File: src/rtl/wrr_arbiter_if.sv
// Request/grant bundle between the requesters, the shared resource and wrr_arbiter.
// The arbiter connects through the slave modport; the driving side uses master.
interface wrr_arbiter_if #(
    parameter int N   = 4,
    parameter int WW  = 4,
    parameter int IDW = $clog2(N)
);
    logic [N-1:0]    requests;
    logic [N*WW-1:0] weights;
    logic            accepted;
    logic [N-1:0]    grants;
    logic            grant_valid;
    logic [IDW-1:0]  grant_id;

    modport master (
        output requests, weights, accepted,
        input  grants, grant_valid, grant_id
    );

    modport slave (
        input  requests, weights, accepted,
        output grants, grant_valid, grant_id
    );
endinterface

File: src/rtl/wrr_arbiter.sv
// Weighted round-robin arbiter: each requester keeps the grant for up to its weight
// in accepted transfers, then the grant rotates; all outputs come straight from flops.
module wrr_arbiter #(
    parameter int N   = 4,
    parameter int WW  = 4,
    parameter int IDW = $clog2(N)
) (
    input  logic         clk,
    input  logic         rst,
    wrr_arbiter_if.slave bus
);
    typedef enum logic [0:0] {
        IDLE  = 1'b0,
        GRANT = 1'b1
    } state_t;

    localparam logic [WW:0] CREDIT_ONE = {{WW{1'b0}}, 1'b1};

    state_t         state_r;
    logic [IDW-1:0] cur_r;
    logic [IDW-1:0] ptr_r;
    logic [WW:0]    credit_r;
    logic [N-1:0]   grants_r;
    logic           grant_valid_r;
    logic [IDW-1:0] grant_id_r;

    logic [IDW-1:0] rot_ptr_s;
    logic [IDW-1:0] search_start_s;
    logic [IDW:0]   search_s;
    logic           win_found_s;
    logic [IDW-1:0] winner_s;
    logic [WW:0]    win_credit_s;
    logic           cur_req_s;
    logic           credit_left_s;

    function automatic logic [IDW-1:0] wrap_inc(input logic [IDW-1:0] idx);
        logic [IDW-1:0] res;
        res = (idx == IDW'(N - 1)) ? {IDW{1'b0}} : idx + IDW'(1);
        return res;
    endfunction

    function automatic logic [WW:0] eff_weight(input logic [WW-1:0] w);
        logic [WW:0] res;
        res = (w == {WW{1'b0}}) ? CREDIT_ONE : {1'b0, w};
        return res;
    endfunction

    function automatic logic [N-1:0] onehot(input logic [IDW-1:0] idx);
        logic [N-1:0] res;
        res = {{(N-1){1'b0}}, 1'b1} << idx;
        return res;
    endfunction

    // Returns {found, index}: first set request scanning start, start+1, ... modulo N.
    function automatic logic [IDW:0] find_winner(input logic [N-1:0]   req,
                                                 input logic [IDW-1:0] start);
        logic           found;
        logic           hit;
        logic [IDW-1:0] idx;
        int             cand;
        found = 1'b0;
        idx   = {IDW{1'b0}};
        for (int k = 0; k < N; k++) begin
            cand  = (int'(start) + k) % N;
            hit   = !found && req[cand[IDW-1:0]];
            idx   = hit ? cand[IDW-1:0] : idx;
            found = found | req[cand[IDW-1:0]];
        end
        return {found, idx};
    endfunction

    // In GRANT the only search that matters is the post-rotation one, so it starts after cur.
    always_comb begin
        rot_ptr_s      = wrap_inc(cur_r);
        search_start_s = (state_r == GRANT) ? rot_ptr_s : ptr_r;
        search_s       = find_winner(bus.requests, search_start_s);
        win_found_s    = search_s[IDW];
        winner_s       = search_s[IDW-1:0];
        win_credit_s   = eff_weight(bus.weights[winner_s*WW +: WW]);
        cur_req_s      = bus.requests[cur_r];
        credit_left_s  = (credit_r > CREDIT_ONE);
    end

    // State, credit bookkeeping and registered grant outputs.
    always_ff @(posedge clk) begin
        if (rst) begin
            state_r       <= IDLE;
            cur_r         <= {IDW{1'b0}};
            ptr_r         <= {IDW{1'b0}};
            credit_r      <= {(WW+1){1'b0}};
            grants_r      <= {N{1'b0}};
            grant_valid_r <= 1'b0;
            grant_id_r    <= {IDW{1'b0}};
        end else begin
            case (state_r)
                IDLE: begin
                    if (win_found_s) begin
                        state_r       <= GRANT;
                        cur_r         <= winner_s;
                        credit_r      <= win_credit_s;
                        grants_r      <= onehot(winner_s);
                        grant_valid_r <= 1'b1;
                        grant_id_r    <= winner_s;
                    end else begin
                        grants_r      <= {N{1'b0}};
                        grant_valid_r <= 1'b0;
                        grant_id_r    <= {IDW{1'b0}};
                    end
                end
                GRANT: begin
                    if (bus.accepted && credit_left_s && cur_req_s) begin
                        credit_r <= credit_r - CREDIT_ONE;
                    end else if (bus.accepted) begin
                        // Rotation: an accept with a dropped request still counts.
                        ptr_r <= rot_ptr_s;
                        if (win_found_s) begin
                            cur_r         <= winner_s;
                            credit_r      <= win_credit_s;
                            grants_r      <= onehot(winner_s);
                            grant_valid_r <= 1'b1;
                            grant_id_r    <= winner_s;
                        end else begin
                            state_r       <= IDLE;
                            credit_r      <= {(WW+1){1'b0}};
                            grants_r      <= {N{1'b0}};
                            grant_valid_r <= 1'b0;
                            grant_id_r    <= {IDW{1'b0}};
                        end
                    end else if (!cur_req_s) begin
                        state_r       <= IDLE;
                        ptr_r         <= rot_ptr_s;
                        credit_r      <= {(WW+1){1'b0}};
                        grants_r      <= {N{1'b0}};
                        grant_valid_r <= 1'b0;
                        grant_id_r    <= {IDW{1'b0}};
                    end else begin
                        credit_r <= credit_r;
                    end
                end
                default: begin
                    state_r       <= IDLE;
                    credit_r      <= {(WW+1){1'b0}};
                    grants_r      <= {N{1'b0}};
                    grant_valid_r <= 1'b0;
                    grant_id_r    <= {IDW{1'b0}};
                end
            endcase
        end
    end

    assign bus.grants      = grants_r;
    assign bus.grant_valid = grant_valid_r;
    assign bus.grant_id    = grant_id_r;
endmodule

File: src/flat_wrapper.sv
// flat-port wrapper written by rule: the top's interface ports become plain ports
module wrr_arbiter_flat 
#(
    parameter int N   = 4,
    parameter int WW  = 4,
    parameter int IDW = $clog2(N)
)
  (clk, rst, bus_requests, bus_weights, bus_accepted, bus_grants, bus_grant_valid, bus_grant_id);
  wrr_arbiter_if #(.N(N), .WW(WW), .IDW(IDW)) bus_i ();
  input  logic clk;
  input  logic rst;
  input wire logic [$bits(bus_i.requests)-1:0] bus_requests;
  input wire logic [$bits(bus_i.weights)-1:0] bus_weights;
  input wire logic [$bits(bus_i.accepted)-1:0] bus_accepted;
  output wire logic [$bits(bus_i.grants)-1:0] bus_grants;
  output wire logic [$bits(bus_i.grant_valid)-1:0] bus_grant_valid;
  output wire logic [$bits(bus_i.grant_id)-1:0] bus_grant_id;
  assign bus_i.requests = bus_requests;
  assign bus_i.weights = bus_weights;
  assign bus_i.accepted = bus_accepted;
  assign bus_grants = bus_i.grants;
  assign bus_grant_valid = bus_i.grant_valid;
  assign bus_grant_id = bus_i.grant_id;
  wrr_arbiter #(.N(N), .WW(WW), .IDW(IDW)) u_core (.clk(clk), .rst(rst), .bus(bus_i));
endmodule
File: config.mk
export PLATFORM = sky130hd
export DESIGN_NAME = wrr_arbiter_flat
export DESIGN_NICKNAME = d
export VERILOG_FILES = /design/src/rtl/wrr_arbiter_if.sv /design/src/rtl/wrr_arbiter.sv /design/src/flat_wrapper.sv
export SDC_FILE = /design/constraint.sdc
export NUM_CORES = 1
export LEC_CHECK = 0
export BUFFER_PORTS_ARGS = -buffer_cell sky130_fd_sc_hd__clkbuf_2
export CELL_PAD_IN_SITES_DETAIL_PLACEMENT = 0
export CELL_PAD_IN_SITES_GLOBAL_PLACEMENT = 1
export CORE_MARGIN = 2
export CORE_UTILIZATION = 40
export DETAILED_ROUTE_END_ITERATION = 10
export PLACE_DENSITY = 0.81
export SYNTH_ARGS = -nofsm -noshare
export SYNTH_HDL_FRONTEND = slang
export SYNTH_SLANG_ARGS = --single-unit
File: constraint.sdc
create_clock -name clk -period 6.9 [get_ports clk]
set_input_delay 0.69 -clock clk [delete_from_list [all_inputs] [get_ports clk]]
set_output_delay 0.69 -clock clk [all_outputs]
set_load 0.01 [all_outputs]
# After elaboration in Yosys (flattened, before gate mapping)
# Cells that the tools add are included.
# totals
regBits	17
in_bits	23
# classes
reduce_logical	13
shift	2
n_bitwise	5
mux	48
order_cmp	6
eq_ne	7
add_sub_neg	5
# ops
operator	count
two-way mux 2 bit	15
two-way mux 5 bit	5
two-way mux 4 bit	5
indexed part select 16 x 5 -> 4 bit	1
less-than comparator 2 x 3 -> 1 bit, second input constant	5
two-way mux 1 bit	12
binary-select mux 1 bit (select 2 bit)	5
case mux 5 bit (2 select lines)	1
case mux 2 bit (2 select lines)	2
case mux 4 bit (2 select lines)	1
inequality test 2 bit, second input constant	3
AND reduction 2 bit	3
greater-than comparator 5 x 1 -> 1 bit, second input constant	1
logical AND 1 bit	5
subtractor 5 x 1 -> 5 bit, second input constant	1
adder 2 x 1 -> 2 bit, second input constant	2
adder 2 bit, second input constant	2
zero test 4 bit	1
inequality test 4 bit, second input constant	1
case mux 1 bit (2 select lines)	2
<< shifter 1 x 2 -> 4 bit, first input constant	1
zero test 1 bit	3
inequality test 3 bit, second input constant	1
OR 1 bit	3
4 further kinds	5

# Longest topological paths before layout
# Gate-level depths: netlist of the first run.
# logic_depth
word_depth	18
depth_mapped	9
depth_no_buf	8

# Worst setup path before layout of the first run
# OpenSTA, ideal clock, no wires.
# synth_path
path_kind	register to register
startpoint	register u_core.cur_r[0]
endpoint	register u_core.credit_r[0]
setup_time_ps	75
arrival_ps	2291
stages_incl_launch_ff	9
n_path_buf	1
path_slack_ps	4534
path_cell_list	dfxtp_1 > ha_1 > mux2_4 > a21o_1 > a211o_1 > buf_6 > a221o_1 > a211o_1 > o22ai_1
# synth_via
elab_chain_cells	18
# synth_lines
item	line	rtl
from (decl)	wrr_arbiter.sv:20	logic [IDW-1:0] cur_r;
from (signal assigned)	wrr_arbiter.sv:88	cur_r <= {IDW{1'b0}};
from (signal assigned)	wrr_arbiter.sv:99	cur_r <= winner_s;
from (signal assigned)	wrr_arbiter.sv:117	cur_r <= winner_s;
adder 2 x 1 -> 2 bit or equality test 2 bit (tied branches)	wrr_arbiter.sv:38	res = (idx == IDW'(N - 1)) ? {IDW{1'b0}} : idx + IDW'(1);
two-way mux 2 bit (*)	wrr_arbiter.sv:38	
via u_core.rot_ptr_s[1]	wrr_arbiter.sv:27	logic [IDW-1:0] rot_ptr_s;
two-way mux 2 bit (*)	wrr_arbiter.sv:75	search_start_s = (state_r == GRANT) ? rot_ptr_s : ptr_r;
adder 2 x 1 -> 2 bit	wrr_arbiter.sv:64	cand = (int'(start) + k) % N;
binary-select mux 1 bit (select 2 bit)	wrr_arbiter.sv:65, wrr_arbiter.sv:67	
two-way mux 1 bit (implied by the code)	wrr_arbiter.sv:65, wrr_arbiter.sv:67	
OR 1 bit	wrr_arbiter.sv:67	found = found | req[cand[IDW-1:0]];
[... 3 more ...]	--	
two-way mux 2 bit	wrr_arbiter.sv:66	idx = hit ? cand[IDW-1:0] : idx;
indexed part select 16 x 5 -> 4 bit	wrr_arbiter.sv:79	win_credit_s = eff_weight(bus.weights[winner_s*WW +: WW]);
zero test 4 bit	wrr_arbiter.sv:44	res = (w == {WW{1'b0}}) ? CREDIT_ONE : {1'b0, w};
two-way mux 4 bit	wrr_arbiter.sv:44	
two-way mux 5 bit	wrr_arbiter.sv:116	if (win_found_s) begin
two-way mux 5 bit	wrr_arbiter.sv:113	end else if (bus.accepted) begin
two-way mux 5 bit	wrr_arbiter.sv:111	if (bus.accepted && credit_left_s && cur_req_s) begin
case mux 5 bit (2 select lines)	wrr_arbiter.sv:95	case (state_r)
to (signal assigned)	wrr_arbiter.sv:100	credit_r <= win_credit_s;
to (signal assigned)	wrr_arbiter.sv:112	credit_r <= credit_r - CREDIT_ONE;
to (signal assigned)	wrr_arbiter.sv:118	credit_r <= win_credit_s;
to (decl)	wrr_arbiter.sv:22	logic [WW:0] credit_r;
# The timed path passes the listed nets; every way through them passes the cells marked *. The select of a mux whose other input is x is not followed.
# A chain may end at the register's enable or synchronous reset.

# Final worst setup path of the first run
# layout_path
startpoint	register u_core.cur_r[0]
endpoint	register u_core.credit_r[3]
# Same word-level chain as after synthesis.

==> results of run 1 <==
## state kept, by name (all words and copies together), names as in the netlist
signal	flops
u_core.ptr_r	2
u_core.credit_r	5
u_core.cur_r	2
u_core.bus.grants	4
u_core.state_r	1
u_core.bus.grant_id	2
u_core.bus.grant_valid	1
## power groups by stage
stage / Combinational [mW] / Clock (mW) / Sequential [mW]
2_1_floorplan: 0.0915 / 0 / 0.124
3_3_place_gp: 0.121 / 0 / 0.126
3_5_place_dp: 0.122 / 0 / 0.127
4_1_cts: 0.122 / 0.0568 / 0.125
5_1_grt: 0.137 / 0.0628 / 0.127
6_report: 0.123 / 0.0551 / 0.124
## cells in the mapped netlist, types with 4 or more instances
master / count
a21oi_1: 10
a211o_1: 4
dfxtp_1: 17
a221oi_1: 4
nor3_1: 4
nand2_1: 19
nor2_1: 22
inv_1: 8
nand3_1: 4
o22ai_1: 5
o21ai_0: 6
## kinds of logic after synthesis
kind of cell,after synthesis
AND/OR/NAND/NOR,59
AO/OA/AOI/OAI,54
flip-flops,17
buffers and inverters,13
adder cells (fa/ha/maj),3
multiplexers,2
XOR/XNOR,1
## worst paths after layout
check | start | end | slack (ns) | cells past startpoint
setup reg to reg | u_core.cur_r[0]$_SDFFE_PP0P_ | u_core.credit_r[3]$_SDFFE_PP0P_ | 4.16 | 7
hold / removal | u_core.bus.grant_id[0]$_SDFFE_PP0P_ | u_core.bus.grant_id[0]$_SDFFE_PP0P_ | 0.46 | 2
hold reg to reg | u_core.bus.grant_id[0]$_SDFFE_PP0P_ | u_core.bus.grant_id[0]$_SDFFE_PP0P_ | 0.46 | 2
setup / recovery | u_core.cur_r[0]$_SDFFE_PP0P_ | u_core.credit_r[3]$_SDFFE_PP0P_ | 4.16 | 7
## worst min-delay path, delay by kind of cell (launching register included)
family | cells | cell delay (ns)
flops | 1 | 0.33
simple gates | 1 | 0.05
compound gates | 1 | 0.05
## routing by layer
| layer | global-route usage, % | vias up |
|---|---|---|
| li1 | - | 614 |
| met1 | 27.2 | 551 |
| met2 | 29.7 | 44 |
| met3 | 4.31 | 4 |
| met4 | 5.32 | 0 |
| met5 | 0 | - |
## cell type report
| cell class | count | area (µm²) | area share, % |
|---|---|---|---|
| multi-input cells | 119 | 742 | 56.0 |
| flip-flops and latches | 17 | 340 | 25.7 |
| repair buffers | 29 | 145 | 11.0 |
| well taps | 31 | 38.8 | 2.93 |
| inverters | 8 | 30.0 | 2.27 |
| clock buffers | 3 | 22.5 | 1.70 |
| clock inverters | 1 | 5.00 | 0.378 |
## cells in the final DEF, fill, tap and decap left out, drive strengths merged, types with 3 or more instances in the layout
cell type  synthesis  final
ha                 3      3
or3                3      3
nor3               4      4
nand2             19     19
clkbuf             2     32
o21a               3      3
nor2              22     22
dfxtp             17     17
a221o              3      3
o22ai              5      5
a22oi              3      3
nand2b             3      3
inv                8      8
a21oi             10     10
a221oi             4      4
nand3              4      4
a211oi             3      3
o21ai              6      6
a211o              4      4
==> summary.md, run 1 <==
| Metric | Value |
|---|---|
| Die H | `57.4 µm` |
| Pwr dens | `229 nW/µm²` |
| First drt pass iteration count | `4` |
| Cts repair resizes | `0` |
| Post-synth EDFFs | `0` |
| Unrepaired setup endpoints after global routing | `false` |
| Hold WC Path Type | `reg2reg` |
| Switch share | `38.6%` |
| Worst-path clk slew | `0.11 ns` |
| Final antenna-violating net count | `0` |
| CP delay by family, top | `compound AO/OA/AOI/OAI gates` |
| WL met3 | `180 µm` |
| #FFs+latches synth | `17` |
| Worst slack at placement | `4.23 ns` |
| H-tree depth | `1` |
| DP Cell Count | `204` |
| Critical Path RT | `7.15 ns` |
| Initial Utilization | `41.7%` |
| Synth top area cells | `dfxtp_1 30%, nor2_1 7.2%, nand2_1 6.3%, a21oi_1 4.4%, ha_1 3.3%` |
| Synth Area in Adders | `3.29%` |
| Largest net degree at the start of global routing | `16` |
| Post-route cell area | `1320 µm²` |
| Critical path class | `reg2reg` |
| Register area share after synthesis | `29.8%` |
| Worst-Margin Slew | `0.587 ns` |
| Syn Nets | `175` |
| Final HPWL DP | `2.33 mm` |
| Cell Area, Placed | `1300 µm²` |
| Ys flop type | `dfxtp_1` |
| Compound-Gate Fraction of Synth Area | `34.9%` |
| Synth async-reset ratio | `0%` |
| Largest family of logic cells by synthesized area | `compound AO/OA/AOI/OAI gates` |
| P_sw | `0.117 mW` |
| Total congestion overflow | `0` |
| Final min period | `2.74 ns` |
| Via count | `1,213` |
| Buffers and inverters on the worst path | `0` |
| Final setup viols | `0` |
| Max_slew headroom | `60.7%` |
| Max Clock Freq | `365 MHz` |
| Clock network fraction of total power | `18.2%` |
| Status | `finished, final reports clean` |
| Dominant cell type by area after synthesis | `dfxtp_1` |
| Slew Limit Fails | `0` |
| Die area | `3300 µm²` |
| DRC | `0` |
| Fillers | `272` |
| Area growth from synthesis to final layout | `16.0%` |
| Ports | `30` |
| Wl on met1 | `1.50 mm` |
| Sequential share of power | `41.1%` |
| Ratio of cells with drive above 1 in the final layout | `23.2%` |
| Crit Path Max Fanout | `8` |
| Worst-path cell chain | `ha_1 -> mux2_4 -> a211o_1 -> a211oi_2 -> a221oi_1 -> nor3_1 -> o221a_2` |
| Post-DR vias/cell | `5.83` |
| Setup TNS | `0 ns` |
| Post-route insts no fill | `208` |
| GPL Wtd Cong | `0.835` |
| Postcts setup bufs | `0` |
| Fin worst setup slack | `4.16 ns` |
| Die W | `57.4 µm` |
| Met2 wire len | `1.30 mm` |
| Top cell type's share of synthesized area | `29.8%` |
| Total GRT Usage | `19.3%` |
| Core footprint | `2730 µm²` |
| Highest Signal Layer | `met4` |
| TritonCTS clock tree | `yes` |
| Nets | `204` |
| Syn avg cell area | `7.66 µm²` |
| Synth unique cells | `38` |
| Final hold viol count | `0` |
| Max Buffers Root-to-Sink | `2` |
| Initial antenna violation count | `0` |
| Logic pwr share | `40.7%` |
| Mux contribution to synthesized area | `3.29%` |
| Post-Synthesis Cells | `149` |
| Startpoint types | `flip-flop` |
| Max_cap viols | `0` |
| Worst hold margin | `0.461 ns` |
| DRT iter0 DRCs | `64` |
| CTS Hold Buffers Added | `0` |
| Worst EP arrival | `2.99 ns` |
| Root buf cell | `clkbuf_4` |
| Clock skew | `0.00205 ns` |
| CTS Sinks | `17` |
| Post-synthesis xor/xnor area fraction | `0.768%` |
| IO Port Bufs | `29` |
| Drt total wl | `3.01 mm` |
| Netlist Area Pre-Place | `1140 µm²` |
| Int Pwr | `0.186 mW` |
| Simple-Gate Fraction of Synth Area | `22.8%` |
| Vias in the first global route | `1,091` |
| Slowest cell on crit path | `a211oi_2` |
| First-pass GRT wire length | `4.98 mm` |
| Num rows | `19` |
| CTS Buf Count | `3` |
| WL/cell | `14.5 µm` |
| Total power | `0.303 mW` |
| Critical Path End Type | `flip-flop` |
| YS warnings | `0` |
| Finished Core Util | `48.4%` |
| Leak | `0.617 nW` |
| Worst skew pair latency | `0.29 ns` |
| VDD IR max | `0.000137 V` |
| Period utilisation layout | `39.7%` |
| ANT cells | `0` |
| Crit-path max cell delay | `0.54 ns` |
(Power assumes the default switching activity.)
==> inputs of run 2 (changes only) <==
--- a/config.mk
+++ b/config.mk
@@ -9,9 +9,9 @@
 export CELL_PAD_IN_SITES_DETAIL_PLACEMENT = 0
 export CELL_PAD_IN_SITES_GLOBAL_PLACEMENT = 1
 export CORE_MARGIN = 2
-export CORE_UTILIZATION = 40
+export CORE_UTILIZATION = 37
 export DETAILED_ROUTE_END_ITERATION = 10
-export PLACE_DENSITY = 0.81
+export PLACE_DENSITY = 0.75
 export SYNTH_ARGS = -nofsm -noshare
 export SYNTH_HDL_FRONTEND = slang
 export SYNTH_SLANG_ARGS = --single-unit
==> constraint.sdc (replaced) <==
create_clock -name clk -period 2.7 [get_ports clk]
set_input_delay 0.27 -clock clk [delete_from_list [all_inputs] [get_ports clk]]
set_output_delay 0.27 -clock clk [all_outputs]
set_load 0.01 [all_outputs]
==> summary.md, run 2 (synthesis results as in run 1) <==
| Metric | Value |
|---|---|
| Vias in the first global route | `1,224` |
| Max Buffers Root-to-Sink | `2` |
| Crit Path Max Fanout | `9` |
| Die W | `59.5 µm` |
| CP delay by family, top | `compound AO/OA/AOI/OAI gates` |
| Core footprint | `3000 µm²` |
| VDD IR max | `0.000272 V` |
| Die H | `59.5 µm` |
| GPL Wtd Cong | `0.862` |
| Worst-path clk slew | `0.11 ns` |
| Worst skew pair latency | `0.31 ns` |
| Final hold viol count | `0` |
| Period utilisation layout | `94.0%` |
| First-pass GRT wire length | `5.35 mm` |
| TritonCTS clock tree | `yes` |
| Post-route cell area | `1350 µm²` |
| Unrepaired setup endpoints after global routing | `false` |
| Critical Path RT | `2.95 ns` |
| Final antenna-violating net count | `0` |
| Finished Core Util | `44.9%` |
| Area growth from synthesis to final layout | `18.1%` |
| Most frequent cells in the layout | `29 x clkbuf_2, 22 x nor2_1, 19 x nand2_1, 16 x dfxtp_1, 10 x a21oi_1` |
| CTS Sinks | `17` |
| Clock skew | `0.00528 ns` |
| DRC | `0` |
| Final HPWL DP | `2.41 mm` |
| Largest net degree at the start of global routing | `16` |
| Hold WC Path Type | `in2reg` |
| IO Port Bufs | `29` |
| WL/cell | `14.8 µm` |
| Via count | `1,214` |
| Worst slack at placement | `0.179 ns` |
| DRT iter0 DRCs | `76` |
| Num rows | `20` |
| Max Clock Freq | `394 MHz` |
| Fin worst setup slack | `0.163 ns` |
| Critical Path End Type | `flip-flop` |
| Critical path class | `reg2reg` |
| Startpoint types | `flip-flop` |
| Number of flip-flops in the largest register | `5` |
| Largest Register | `u_core.credit_r` |
| Final setup viols | `0` |
| CTS Buf Count | `3` |
| CTS Hold Buffers Added | `0` |
| Slowest cell on crit path | `a211o_1` |
| Drt total wl | `3.15 mm` |
| DP Cell Count | `208` |
| Root buf cell | `clkbuf_4` |
| Crit-path max cell delay | `0.42 ns` |
| Ports | `30` |
| Post-DR vias/cell | `5.73` |
| Final min period | `2.54 ns` |
| Worst-Margin Slew | `0.585 ns` |
| ANT cells | `0` |
| Max_slew headroom | `61.0%` |
| Worst-path cell chain | `ha_1 -> mux2_4 -> a21o_1 -> a211o_1 -> a221o_1 -> a211o_1 -> o22ai_1` |
| Buffers and inverters on the worst path | `0` |
| Total congestion overflow | `0` |
| Slew Limit Fails | `0` |
| Post-route insts no fill | `212` |
| Cell Area, Placed | `1310 µm²` |
| Setup TNS | `0 ns` |
| Worst EP arrival | `2.79 ns` |
| H-tree depth | `1` |
| Status | `finished, final reports clean` |
| Pwr dens | `586 nW/µm²` |
| Initial antenna violation count | `0` |
| Die area | `3540 µm²` |
| First drt pass iteration count | `4` |
| Nets | `206` |
| Commonest non-fill, non-tap cell in the layout | `clkbuf_2` |
| Total GRT Usage | `20.5%` |
| Initial Utilization | `38.0%` |
| Leak | `0.627 nW` |
| CP dominant cell by count | `a211o_1` |
| Max_cap viols | `0` |
| Ratio of cells with drive above 1 in the final layout | `24.6%` |
[run 2: changes by cell type in the layout (fill, tap and decap cells not counted), sizes merged]
cell | previous run | this run
buf | 0 | 2
clkbuf | 32 | 33
clkinv | 1 | 0
[run 2: worst paths after layout]
check / from / to / slack (ns) / cells after the start
worst max register to register: u_core.cur_r[0]$_SDFFE_PP0P_ / u_core.credit_r[0]$_SDFFE_PP0P_ / 0.16 / 7
worst max-delay path: u_core.cur_r[0]$_SDFFE_PP0P_ / u_core.credit_r[0]$_SDFFE_PP0P_ / 0.16 / 7
worst min-delay path: rst / u_core.cur_r[0]$_SDFFE_PP0P_ / 0.34 / 2
worst min register to register: u_core.bus.grant_id[0]$_SDFFE_PP0P_ / u_core.bus.grant_id[0]$_SDFFE_PP0P_ / 0.47 / 2
[run 2: cell type report]
class,instances,area (µm²)
fillers,332,1660
multi-input cells,119,748
flip-flops and latches,17,342
repair buffers,31,160
well taps,33,41.3
inverters,8,30.0
clock buffers,4,26.3
[run 2: routing by layer]
metal	vias up	GRT usage (%)	share of wire, %
met5	-	0	0
met4	0	7.62	1.4
met3	5	3.93	4.9
met2	28	38.6	53
met1	567	22.3	40
li1	614	-	-
[run 2: through the flow]
stage                     total power [mW]  hold slack, ns
final                                0.789           0.340
after CTS                            0.791           0.359
after global routing                 0.853           0.361
after floorplan                      0.551           0.339
after global placement               0.634           0.444
after detailed placement             0.640           0.456
[run 2: repair_timing]
action / in CTS / in global routing
hold endpoints to repair: 0 / 0
resized for setup: 0 / 2
setup endpoints to repair: 0 / 2
buffers inserted: 0 / 0
[run 2: power by group]
group	internal [mW]	switching [mW]	total (mW)
combinational	0.144	0.176	0.321
clock	0.0578	0.0923	0.150
sequential	0.284	0.0347	0.318
total	0.486	0.303	0.789
==> inputs of run 3 (changes only) <==
--- a/config.mk
+++ b/config.mk
@@ -5,11 +5,13 @@
 export SDC_FILE = /design/constraint.sdc
 export NUM_CORES = 1
 export LEC_CHECK = 0
+export ABC_AREA = 1
 export BUFFER_PORTS_ARGS = -buffer_cell sky130_fd_sc_hd__clkbuf_2
 export CELL_PAD_IN_SITES_DETAIL_PLACEMENT = 0
 export CELL_PAD_IN_SITES_GLOBAL_PLACEMENT = 1
 export CORE_MARGIN = 2
 export CORE_UTILIZATION = 37
+export CTS_CLUSTER_SIZE = 10
 export DETAILED_ROUTE_END_ITERATION = 10
 export PLACE_DENSITY = 0.75
 export SYNTH_ARGS = -nofsm -noshare
==> summary.md, run 3 <==
| Metric | Value |
|---|---|
| Ports | `30` |
| WL/cell | `10.9 µm` |
| Die W | `67.1 µm` |
| Ys flop type | `dfxtp_1` |
| Reg2reg path depth | `18` |
| Largest Register | `u_core.credit_r` |
| Max_cap viols | `0` |
| Top cell type's share of synthesized area | `23.1%` |
| VDD IR max | `0.000524 V` |
| Finished Core Util | `45.8%` |
| Final setup viols | `0` |
| Postcts setup bufs | `0` |
| Core footprint | `3740 µm²` |
| First-pass GRT wire length | `5.95 mm` |
| Reg2Reg Setup Slack | `0.36 ns` |
| Max Buffers Root-to-Sink | `2` |
| Largest net degree at the start of global routing | `14` |
| CTS Buf Count | `3` |
| Critical Path End Type | `flip-flop` |
| Total power | `2.10 mW` |
| Max_slew headroom | `76.6%` |
| Drt total wl | `3.45 mm` |
| Top cells by count, synth | `69 x nand2_1, 28 x inv_1, 22 x nor2_1` |
| Num rows | `22` |
| Worst-path clk slew | `0.06 ns` |
| ANT cells | `0` |
| Number of flip-flops in the largest register | `5` |
| Post-synth EDFFs | `0` |
| DRT iter0 DRCs | `43` |
| IO Port Bufs | `29` |
| Status | `finished, final reports clean` |
| Fillers | `421` |
| Root buf cell | `clkbuf_8` |
| Area growth from synthesis to final layout | `16.3%` |
| Via count | `1,503` |
| Final HPWL DP | `2.81 mm` |
| Hold EP | `u_core.cur_r[0]$_SDFFE_PP0P_` |
| Worst skew pair latency | `0.25 ns` |
| Final antenna-violating net count | `0` |
| Cell Area, Placed | `1660 µm²` |
| Leak | `0.889 nW` |
| Final min period | `2.34 ns` |
| Die area | `4500 µm²` |
| Initial Utilization | `39.3%` |
| Period utilisation layout | `86.7%` |
| Syn Nets | `263` |
| H-tree depth | `1` |
| CTS Hold Buffers Added | `0` |
| Worst EP arrival | `2.53 ns` |
| CTS Sinks | `17` |
| Post-route cell area | `1710 µm²` |
| Dominant cell type by area after synthesis | `dfxtp_1` |
| Max Clock Freq | `427 MHz` |
| Syn avg cell area | `6.21 µm²` |
| #FFs+latches synth | `17` |
| Startpoint types | `flip-flop` |
| Unrepaired setup endpoints after global routing | `false` |
| Hold_sp | `rst` |
| Hold depth | `2` |
| DRC | `0` |
| Synth top area cells | `dfxtp_1 23%, nand2_1 18%, inv_1 7.1%, a21oi_1 6.8%, nand3_1 6.8%` |
| Crit Path Max Fanout | `7` |
| Register area share after synthesis | `23.1%` |
| Critical Path RT | `2.89 ns` |
| Worst-Margin Slew | `0.350 ns` |
| Post-Synthesis Cells | `237` |
| Synth unique cells | `30` |
| Post-route insts no fill | `318` |
| Setup TNS | `0 ns` |
| Hold WC Path Type | `in2reg` |
| Vias in the first global route | `1,417` |
| Reg-to-reg startpoint | `u_core.cur_r[1]$_SDFFE_PP0P_` |
| Total GRT Usage | `16.9%` |
| Slew Limit Fails | `0` |
| Critical path class | `reg2reg` |
| Post-DR vias/cell | `4.73` |
| TritonCTS clock tree | `yes` |
| Initial antenna violation count | `0` |
| Count leader, synth | `nand2_1` |
| GPL Wtd Cong | `0.782` |
| Commonest non-fill, non-tap cell in the layout | `nand2_1` |
| Worst hold margin | `0.397 ns` |
| Most frequent cells in the layout | `68 x nand2_1, 29 x clkbuf_2, 28 x inv_1, 22 x nor2_1` |
| Ratio of cells with drive above 1 in the final layout | `25.2%` |
| YS warnings | `0` |
| Pwr dens | `1230 nW/µm²` |
| DP Cell Count | `314` |
| Worst slack at placement | `0.284 ns` |
| First drt pass iteration count | `4` |
| Nets | `297` |
| Fin worst setup slack | `0.358 ns` |
| Netlist Area Pre-Place | `1470 µm²` |
| Total congestion overflow | `0` |
| Synth async-reset ratio | `0%` |
| Die H | `67.1 µm` |
| Worst R2R End | `u_core.credit_r[0]$_SDFFE_PP0P_` |
| Clock skew | `0.000617 ns` |
| Final hold viol count | `0` |
run 3: cell types whose count changed after synthesis, sizes merged, moves of 4 or more:
cell,delta
nand2,+69
o21ai,+5
a21oi,+12
a211o,-4
nand3,+19
a221oi,-4
inv,+22
o22ai,-5
run 3: kinds of logic (layout without fill, tap and decap cells):
| family | count (synthesis) | in the layout | share of synthesized area [%] |
|---|---|---|---|
| XOR/XNOR | 3 | 3 | 1.78 |
| buffers and inverters | 35 | 68 | 11.7 |
| AO/OA/AOI/OAI | 37 | 37 | 14.2 |
| AND/OR/NAND/NOR | 142 | 142 | 46.6 |
| flip-flops | 17 | 17 | 23.1 |
| adder cells (fa/ha/maj) | 3 | 3 | 2.55 |
run 3: metal layers:
| metal | track usage [%] | up-vias | wire length, µm |
|---|---|---|---|
| li1 | - | 824 | - |
| met1 | 21.0 | 654 | 1680 |
| met2 | 29.5 | 21 | 1630 |
| met3 | 4.22 | 4 | 115 |
| met4 | 3.06 | 0 | 31 |
| met5 | 0 | - | 0 |
run 3: repair_timing:
| action | CTS | global route |
|---|---|---|
| endpoints found under the hold margin | 0 | 0 |
| endpoints found under the setup margin | 0 | 1 |
| gates resized for setup | 0 | 2 |
run 3: cell type report:
class                      instances  area (µm²)  share of cell area, %
tap                               48        60.1                   3.51
timing repair buffer              34         183                   10.7
clock buffer                       4        45.0                   2.63
inverter                          30         115                   6.72
multi-input combinational        185         970                   56.6
sequential                        17         340                   19.9
run 3: worst max-delay path by stage:
stage / startpoint / slack (ns) / to / cells after the start
3_3_place_gp: u_core.cur_r[1]$_SDFFE_PP0P_ / 0.31 / u_core.credit_r[0]$_SDFFE_PP0P_ / 18
4_1_cts: u_core.cur_r[1]$_SDFFE_PP0P_ / 0.27 / u_core.credit_r[0]$_SDFFE_PP0P_ / 19
6_report: u_core.cur_r[1]$_SDFFE_PP0P_ / 0.36 / u_core.credit_r[0]$_SDFFE_PP0P_ / 18
2_1_floorplan: u_core.cur_r[0]$_SDFFE_PP0P_ / 0.51 / u_core.credit_r[0]$_SDFFE_PP0P_ / 19
3_5_place_dp: u_core.cur_r[1]$_SDFFE_PP0P_ / 0.28 / u_core.credit_r[0]$_SDFFE_PP0P_ / 19
5_1_grt: u_core.cur_r[1]$_SDFFE_PP0P_ / 0.05 / u_core.credit_r[0]$_SDFFE_PP0P_ / 18
run 3: worst max-delay path: stages, from the launching register on:
cell	delay, ns
dfxtp_1	0.37
ha_1	0.25
inv_1	0.08
nand2_1	0.06
nand2_2	0.14
nand2_1	0.10
nand2_4	0.09
nand2_1	0.05
nand2_1	0.08
nand4_2	0.17
nand2_1	0.11
nand2_1	0.17
nand3_2	0.10
nand2_1	0.06
nor2_2	0.13
nand3_1	0.08
nand2_1	0.06
nand2_1	0.07
a21oi_2	0.11
run 3: report_power, final:
| group | total [mW] | internal [mW] | switching, mW |
|---|---|---|---|
| logic | 1.49 | 0.533 | 0.954 |
| clock network | 0.186 | 0.105 | 0.0812 |
| registers | 0.430 | 0.354 | 0.0759 |
| total | 2.10 | 0.992 | 1.11 |
